==> src/rtl/mod_exp_sequencer.sv <==
// Handshake-driven right-to-left square-and-multiply sequencer for one shared
// Montgomery multiplier, with early exit on exhausted exponent and an MMM watchdog.
module mod_exp_sequencer #(
    parameter int EXP_W   = 8,
    parameter int TIMEOUT = 255
) (
    input  logic             clk,
    input  logic             rst,
    input  logic             en,
    input  logic             start,
    input  logic             abort,
    input  logic [EXP_W-1:0] exp_e,
    output logic             busy,
    output logic             done,
    output logic             err,
    output logic             init_r,
    output logic             mmm_start,
    output logic [1:0]       mmm_op,
    input  logic             mmm_done,
    output logic             ld_a,
    output logic             ld_r
);

    localparam int CNT_W = (TIMEOUT < 2) ? 1 : $clog2(TIMEOUT + 1);

    typedef enum logic [2:0] {IDLE, ISSUE, WAIT, LOAD, FINISH} state_t;
    typedef enum logic [1:0] {OP_PRE = 2'b00, OP_MUL = 2'b01, OP_SQR = 2'b10, OP_FIN = 2'b11} op_t;

    state_t             state_q, state_d;
    op_t                op_q, op_d;
    logic [EXP_W-1:0]   e_q, e_d, e_shift;
    logic [CNT_W-1:0]   cnt_q, cnt_d;
    logic               busy_q, busy_d;
    logic               done_q, done_d;
    logic               err_q, err_d;
    logic               init_q, init_d;
    logic               start_q, start_d;
    logic               ld_a_q, ld_a_d;
    logic               ld_r_q, ld_r_d;

    assign e_shift = e_q >> 1;

    always_comb begin
        // NOTE: every next-state value starts from its held copy so no path leaves
        // a variable unassigned; that is what keeps this block free of latches.
        state_d = state_q;
        op_d    = op_q;
        e_d     = e_q;
        cnt_d   = cnt_q;
        busy_d  = busy_q;
        done_d  = done_q;
        err_d   = err_q;
        init_d  = init_q;
        start_d = start_q;
        ld_a_d  = ld_a_q;
        ld_r_d  = ld_r_q;

        if (abort) begin
            state_d = IDLE;
            op_d    = OP_PRE;
            busy_d  = 1'b0;
            done_d  = 1'b0;
            err_d   = 1'b0;
            init_d  = 1'b0;
            start_d = 1'b0;
            ld_a_d  = 1'b0;
            ld_r_d  = 1'b0;
        end else if (en) begin
            // Pulses last one enabled cycle; with en low they stay pending above.
            done_d  = 1'b0;
            err_d   = 1'b0;
            init_d  = 1'b0;
            start_d = 1'b0;
            ld_a_d  = 1'b0;
            ld_r_d  = 1'b0;

            case (state_q)
                IDLE: begin
                    if (start) begin
                        state_d = ISSUE;
                        e_d     = exp_e;
                        op_d    = OP_PRE;
                        cnt_d   = '0;
                        busy_d  = 1'b1;
                        init_d  = 1'b1;
                        start_d = 1'b1;
                    end
                end
                ISSUE: begin
                    // The mmm_start cycle itself is the first watched cycle.
                    state_d = WAIT;
                    cnt_d   = cnt_q + 1'b1;
                end
                WAIT: begin
                    if (mmm_done) begin
                        state_d = LOAD;
                        ld_a_d  = (op_q == OP_PRE) || (op_q == OP_SQR);
                        ld_r_d  = (op_q == OP_MUL) || (op_q == OP_FIN);
                    end else if (cnt_q == CNT_W'(TIMEOUT)) begin
                        state_d = IDLE;
                        op_d    = OP_PRE;
                        busy_d  = 1'b0;
                        err_d   = 1'b1;
                    end else begin
                        cnt_d = cnt_q + 1'b1;
                    end
                end
                LOAD: begin
                    if (op_q == OP_FIN) begin
                        state_d = FINISH;
                        op_d    = OP_PRE;
                        busy_d  = 1'b0;
                        done_d  = 1'b1;
                    end else begin
                        state_d = ISSUE;
                        start_d = 1'b1;
                        cnt_d   = '0;
                        case (op_q)
                            OP_PRE:  op_d = (e_q == '0) ? OP_FIN : (e_q[0] ? OP_MUL : OP_SQR);
                            OP_MUL:  op_d = (e_shift == '0) ? OP_FIN : OP_SQR;
                            default: begin
                                // SQR consumes one exponent bit; remainder is nonzero here.
                                e_d  = e_shift;
                                op_d = e_shift[0] ? OP_MUL : OP_SQR;
                            end
                        endcase
                    end
                end
                FINISH:  state_d = IDLE;
                default: state_d = IDLE;
            endcase
        end
    end

    always_ff @(posedge clk) begin
        // NOTE: state updates use non-blocking assignments so every register
        // samples the pre-edge values, independent of statement order.
        if (rst) begin
            state_q <= IDLE;
            op_q    <= OP_PRE;
            e_q     <= '0;
            cnt_q   <= '0;
            busy_q  <= 1'b0;
            done_q  <= 1'b0;
            err_q   <= 1'b0;
            init_q  <= 1'b0;
            start_q <= 1'b0;
            ld_a_q  <= 1'b0;
            ld_r_q  <= 1'b0;
        end else begin
            state_q <= state_d;
            op_q    <= op_d;
            e_q     <= e_d;
            cnt_q   <= cnt_d;
            busy_q  <= busy_d;
            done_q  <= done_d;
            err_q   <= err_d;
            init_q  <= init_d;
            start_q <= start_d;
            ld_a_q  <= ld_a_d;
            ld_r_q  <= ld_r_d;
        end
    end

    assign busy      = busy_q;
    assign mmm_op    = op_q;
    assign done      = done_q  & en;
    assign err       = err_q   & en;
    assign init_r    = init_q  & en;
    assign mmm_start = start_q & en;
    assign ld_a      = ld_a_q  & en;
    assign ld_r      = ld_r_q  & en;

endmodule

==> config.mk <==
export PLATFORM = sky130hd
export DESIGN_NAME = mod_exp_sequencer
export DESIGN_NICKNAME = d
export VERILOG_FILES = /design/src/rtl/mod_exp_sequencer.sv
export SDC_FILE = /design/constraint.sdc
export NUM_CORES = 1
export LEC_CHECK = 0
export CORE_AREA = 2 2 87 47
export CTS_CLUSTER_SIZE = 8
export DETAILED_ROUTE_END_ITERATION = 10
export DIE_AREA = 0 0 89 49
export HOLD_SLACK_MARGIN = 0.06
export PLACE_DENSITY_LB_ADDON = 0.3
export SLEW_MARGIN = 0
export SYNTH_ARGS = -nofsm -noshare
export SYNTH_HDL_FRONTEND = slang
export SYNTH_SLANG_ARGS = --single-unit
==> constraint.sdc <==
create_clock -name clk -period 2.1 [get_ports clk]
set_clock_uncertainty 0.1 [all_clocks]
set_input_delay 0.42 -clock clk [delete_from_list [all_inputs] [get_ports clk]]
set_output_delay 0.42 -clock clk [all_outputs]
set_load 0.01 [all_outputs]
# Yosys cells after proc, flatten, opt, wreduce, memory -nomap -nowiden

Cells that the tools add are included.

ROM bits: 0
Flip-flop bits (word level): 28
Bits in writable memories: 0
Word-level logic and storage cells: 92
Memories kept: 0
Input port bits: 14
Bits in latches: 0

Eq/ne operators: 15
$add $sub $neg: 1
Multiply operators: 0
Bitwise logic cells: 7
Divide/modulo/power cells: 0
Shift operators: 0
Mux-type cells: 42
Magnitude comparators: 0
Reductions and logical operators: 16

Operators with widths:

| cell                  | count |
|---|---|
| $mux W8               | 7 |
| $pmux W8 S4           | 1 |
| $mux W1               | 17 |
| $logic_not A8 Y1      | 2 |
| $pmux W8 S2           | 1 |
| $mux W2               | 7 |
| $ne A2 B2 Y1 const B  | 7 |
| $mux W3               | 4 |
| $pmux W3 S4           | 1 |
| $reduce_and A6 Y1     | 2 |
| $add A8 B1 Y8 const B | 1 |
| $eq A8 B8 Y1 const B  | 1 |
| $reduce_and A7 Y1     | 1 |
| $and A1 B1 Y1         | 6 |
| $eq A3 B2 Y1 const B  | 2 |
| $pmux W2 S3           | 1 |
| $reduce_and A5 Y1     | 1 |
| $eq A2 B2 Y1 const B  | 2 |
| $pmux W2 S2           | 1 |
| $reduce_bool A4 Y1    | 1 |
| $reduce_or A2 Y1      | 2 |
| $eq A3 B1 Y1 const B  | 1 |
| $logic_not A3 Y1      | 1 |
| $ne A3 B3 Y1 const B  | 1 |
| other kinds (9)       | 10 |

# Longest topological paths before layout

Depth after elaboration: 5
Mapped depth: 6

# Worst setup path before layout

OpenSTA, ideal clock, no wires.

Kind: reg2reg
Start point: register op_q[1] (netlist: mmm_op[1])
End point: register e_q[0]
Clock period less this slack: 1.834 ns
Library setup time: 0.121 ns
Cell stages (with the launch flop): 7
Path slack: 0.266 ns
Data arrival time: 1.612 ns
Cell sequence: dfxtp_1 > clkbuf_1 > nand2b_1 > o21ai_1 > or3b_1 > buf_6 > mux2_4

Word-level cells in the longest chain between the ends: 4
Elaborated cells between the ends (all ways): 7
Classes of those cells: eq/ne (4); reduce/logical (3)

Ends and longest elaborated chain:

| what                                                    | line | text |
|---|---|---|
| start, declared                                         | 30   | `op_t op_q, op_d;` |
| start signal, assigned                                  | 152  | `op_q <= op_d;` |
| $eq A2 B1 Y1 / $logic_not A2 Y1 (equally long branches) | 118  | `case (op_q)` |
| $reduce_or A2 Y1 (no line)                              | n/a  |  |
| $ne A2 B2 Y1 (no line)                                  | n/a  |  |
| $reduce_and A6 Y1 (no line) *                           | n/a  |  |
| end signal, assigned                                    | 141  | `e_q <= '0;` |
| end signal, assigned                                    | 153  | `e_q <= e_d;` |
| end, declared                                           | 31   | `logic [EXP_W-1:0] e_q, e_d, e_shift;` |

Every way passes the cells marked *; elsewhere a longest branch is shown, timed or not.
A chain may end at the register's enable or synchronous reset.

# Worst setup path in the final report

Start point: register cnt_q[0]
End point: register op_q[1] (netlist: mmm_op[1])

Word-level cells in the longest chain between the ends: 3

Ends and longest elaborated chain:

| what                        | line | text |
|---|---|---|
| start, declared             | 32   | `logic [CNT_W-1:0] cnt_q, cnt_d;` |
| start signal, assigned      | 154  | `cnt_q <= cnt_d;` |
| $eq A8 B8 Y1                | 99   | `end else if (cnt_q == CNT_W'(TIMEOUT)) begin` |
| $ne A2 B2 Y1 (no line)      | n/a  |  |
| $reduce_and A5 Y1 (no line) | n/a  |  |

Every way passes these cells.

==> results <==
- The flow ran to the end, and the final reports show no timing, DRC or antenna violations.
- The net count of the finished layout is 248.
- The cell at the root of the clock tree is sky130_fd_sc_hd__clkbuf_8.
- The area share of the largest cell type after synthesis is 32.5%.
- The largest family of logic cells by synthesized area is simple AND/OR/NAND/NOR gates.
- The clock tree from TritonCTS is done.
- The count of cells in the finished layout, fillers not included, comes to 286.
- The Yosys step of the flow raised 0 warnings.
- The cell with the largest stage delay on the worst path is sky130_fd_sc_hd__or4_1.
- The HPWL after detailed placement is between 2 and 3 mm.
- The power density normalized to cell area is around 520 nW/um^2.
- Derived from the worst setup path, the maximum achievable clock frequency is 0.501 GHz.
- The initial cell density of the core is 46.9%.
- The actual transition at the worst max-transition pin is 0.590 ns.
- The netlist area before placement is ~1700 um^2.
- The global router's overall resource usage is 19.9%.
- Counting both buffers and inverters, the worst setup path holds a total of 0.
- 0 antenna diodes ended up in the layout.
- Along the worst path, the maximum fanout reaches 6.
- STA puts the critical path data arrival time at 2.12 ns.
- sky130_fd_sc_hd__dfxtp_1 takes more of the synthesized area than any other cell.
- The post-detailed-route DRC marker count is 0.
- The count of endpoints failing hold in the final timing report is 0.
- The fraction of synthesized area in multiplexers is between 10% and 20%.
- The worst setup path is of the flop to flop kind.
- The overall overflow remaining after global route is 0.
- Post-CTS timing repair inserted 0 buffers for setup.
- Setup repair after global routing left no endpoint under its margin.
- Of the synthesized area, sequential elements account for 32.5%.
- The tightest min-delay check is of the flop to flop type.
- The compound-gate portion of the synthesized area is slightly below 20%.
- The number of instances in the synthesized netlist is 200.
- The layer carrying the most global-route usage is met1.
- The area share of and/or/nand/nor cells after synthesis is 30.1%.
- The height of the chip is just under 50 um.
- The post-synthesis xor/xnor area fraction is 0.507%.
- The insertion delay of the later-clocked pin in the worst-skew pair is 0.29 ns.
- The post-place setup slack is -0.165 ns.
- The wire length of the first global-routing pass is 6.80 mm.
- The total iterations of the first detailed-routing run is 4.
- The count of hold buffers inserted by post-cts repair is 0.
- The relative slew slack is 60.7%.
- The global-route track usage on met1 is 32.0%.
- In the synthesized netlist the dominant register cell turns out to be sky130_fd_sc_hd__dfxtp_1.
- The net count of the mapped netlist is 215.
- The average footprint of a synthesized cell is around 8.6 um^2.
- Counting along the longest clock path gives a buffer depth of 2.
- In this run the number of H-tree levels came out at 1.
- The final layout contains routed wiring with a total length of just over 4 mm.
- The fraction of met2 tracks used by global routing is 25.9%.
- The met3 layer usage reported by global route is just over 6%.
- After clock tree synthesis, the clock-pin slew on the worst setup and hold paths is 0.10 ns.
- The number of placement rows is 16.
- The number of global-route vias before repair is 1383.
- IR analysis of the VDD net gives a maximum drop of 0.000240 V.
- Once detail routing completed, the nets flagged for antenna violations numbered 0.
- Sorting the synthesized cells by area gives the leading types as sky130_fd_sc_hd__dfxtp_1 32%, sky130_fd_sc_hd__mux2_4 6.1%, sky130_fd_sc_hd__nand2b_1 5.1%.
- Counting flops with a built-in enable in the synthesized netlist gives 0.
- Max-cap violations in this run came to 0.
- The worst setup path is captured at a flop.
- In this run the static leakage power is about 0.86 nW.
- The I/O pin count is 23.
- In this run, CTS created clock tree buffers numbering 3.
- The total setup violations reported at the end of the flow is 0.
- The period utilization is 95.1%.
- The total count of max-transition violations in the final report is 0.
- The synthesis-to-layout area growth is 25.1%.
- At the end of routability-driven placement, the weighted congestion stood at between 0.8 and 0.9.
- The largest single stage delay on the critical path is ~0.56 ns.
- At the worst endpoint, the required time is 2.22 ns.
- The synthesized flop and latch total is 28.
- The die covers 4360 um^2.
- In this run, distinct cell masters in the synthesized netlist total 52.
- The detailed-route wire length per cell is 14.1 um.
- The setup TNS is 0 ns.
- In this design, the critical path's most frequently occurring cell is sky130_fd_sc_hd__a21oi_1.
- In the layout the commonest cells are 28 x sky130_fd_sc_hd__dfxtp_1, 19 x sky130_fd_sc_hd__buf_4, 16 x sky130_fd_sc_hd__a21oi_1, 16 x sky130_fd_sc_hd__clkdlybuf4s50_1, 14 x sky130_fd_sc_hd__nand2b_1.
- Entering global routing, the biggest net connects 18 pins.
- The number of buffers inserted by port buffering is 22.
- The core box area is 3680 um^2.
- The first routing iteration left 85 violations.
- For this design, the sink count on the clock tree is 28.
- The worst setup path is launched from a flop.
- In the post-route analysis, the smallest setup slack over all paths is 0.103 ns.
- The fraction of layout instances using a drive strength above 1 is 15.9%.
- The mean number of vias per cell is 5.58.
- Grouping stages by cell kind, the critical path spends the most delay in simple AND/OR/NAND/NOR gates.
- The most common library cell in the layout ignoring fill and taps is sky130_fd_sc_hd__dfxtp_1.
- Counting flops with an async set or reset pin after synthesis yields a share of 0%.
- The number of placed instances with taps included is 282.
- After Yosys synthesis, full adders, half adders and majority gates account for 0.725% of the synthesized area.
- The vias after detailed routing is 1595.
- Walking the worst path, the cells encountered are ha_1 -> and4_1 -> a21oi_1 -> or4_1 -> a21oi_1.
- The number of antenna violations at the first check in global routing is 0.
- The horizontal extent of the die is 89 um.
- The time the final worst path needs with I/O delays and setup is 2.00 ns.
[final timing paths]
check                                           start  cells past startpoint                      to  slack, ns
worst min-delay path                busy$_SDFFE_PP0P_                      2       busy$_SDFFE_PP0P_       0.37
worst max register to register  cnt_q[0]$_SDFFE_PP0P_                      5  mmm_op[1]$_SDFFE_PP0P_       0.10
worst min register to register      busy$_SDFFE_PP0P_                      2       busy$_SDFFE_PP0P_       0.37
worst max-delay path            cnt_q[0]$_SDFFE_PP0P_                      5  mmm_op[1]$_SDFFE_PP0P_       0.10
[final cells by class]
cell class | instances | area [um^2]
clock buffer | 3 | 41.3
multi-input combinational | 153 | 1070
sequential | 28 | 561
tap | 54 | 67.6
fill | 373 | 1520
timing repair buffer | 42 | 367
inverter | 5 | 18.8
clock inverter | 1 | 30.0
[cell families (layout without fill, tap and decap cells)]
logic type               after synthesis  in the layout
AO/OA/AOI/OAI                         50             50
multiplexers                          15             15
buffers and inverters                 19             51
flip-flops                            28             28
AND/OR/NAND/NOR                       86             86
adder cells (fa/ha/maj)                1              1
XOR/XNOR                               1              1
[registers in the layout, indices dropped and copies added (netlist names), 2 cells and up]
name,cells
e_q,8
state_q,3
cnt_q,8
mmm_op,2
[power by group]
part / total, W / internal, W / switching (W)
Combinational: 0.000149 / 0.0000802 / 0.0000689
Clock: 0.000434 / 0.000256 / 0.000179
Sequential: 0.000548 / 0.000541 / 0.00000754
[metrics by stage]
stage | utilization, % | total power, W | hold WS, ns | instance area (um^2)
detailed placement | 56.6 | 0.000707 | 0.362 | 2080
finish | 58.6 | 0.00113 | 0.374 | 2160
CTS | 58.4 | 0.00114 | 0.377 | 2150
global placement | 56.6 | 0.000706 | 0.356 | 2080
floorplan | - | 0.000647 | 0.341 | 1730
global route | 58.6 | 0.00118 | 0.413 | 2160
[cell usage after synthesis (2+ instances only)]
cell                        instances
sky130_fd_sc_hd__a2111oi_0          4
sky130_fd_sc_hd__a211o_1            2
sky130_fd_sc_hd__a21oi_1           16
sky130_fd_sc_hd__and2_1             7
sky130_fd_sc_hd__and3_1             2
sky130_fd_sc_hd__and4_1             2
sky130_fd_sc_hd__buf_2              4
sky130_fd_sc_hd__buf_6              3
sky130_fd_sc_hd__clkbuf_1           7
sky130_fd_sc_hd__dfxtp_1           28
sky130_fd_sc_hd__inv_1              5
sky130_fd_sc_hd__mux2_4             7
sky130_fd_sc_hd__mux2i_1            8
sky130_fd_sc_hd__nand2_1            5
sky130_fd_sc_hd__nand2b_1          14
sky130_fd_sc_hd__nand3_1            6
sky130_fd_sc_hd__nand3b_1           2
sky130_fd_sc_hd__nand4_1            6
sky130_fd_sc_hd__nor2_1            11
sky130_fd_sc_hd__nor2b_1            9
sky130_fd_sc_hd__nor3_1             3
sky130_fd_sc_hd__nor3b_1            3
sky130_fd_sc_hd__nor4_1             2
sky130_fd_sc_hd__o21ai_0            6
sky130_fd_sc_hd__o21ai_1            2
sky130_fd_sc_hd__o31ai_1            2
sky130_fd_sc_hd__o32ai_1            4
sky130_fd_sc_hd__o41ai_1            2
sky130_fd_sc_hd__or2_2              3
sky130_fd_sc_hd__or4_1              3
[metal layers]
layer | up-vias | part of all wire [%]
met1 | 735 | 54
met3 | 5 | 7.3
li1 | 811 | -
met2 | 44 | 38
met5 | - | 0
met4 | 0 | 0.69
[timing repair]
item                       CTS  global route
setup endpoints to repair    6             1
resized for setup            7             1
pin swaps                    0             0
[worst min-delay path: stages (launching register included)]
cell and delay, ns:
sky130_fd_sc_hd__dfxtp_1 0.32, sky130_fd_sc_hd__o31ai_1 0.06, sky130_fd_sc_hd__a21oi_1 0.06
Note: power is estimated with default switching activity, not from simulation.
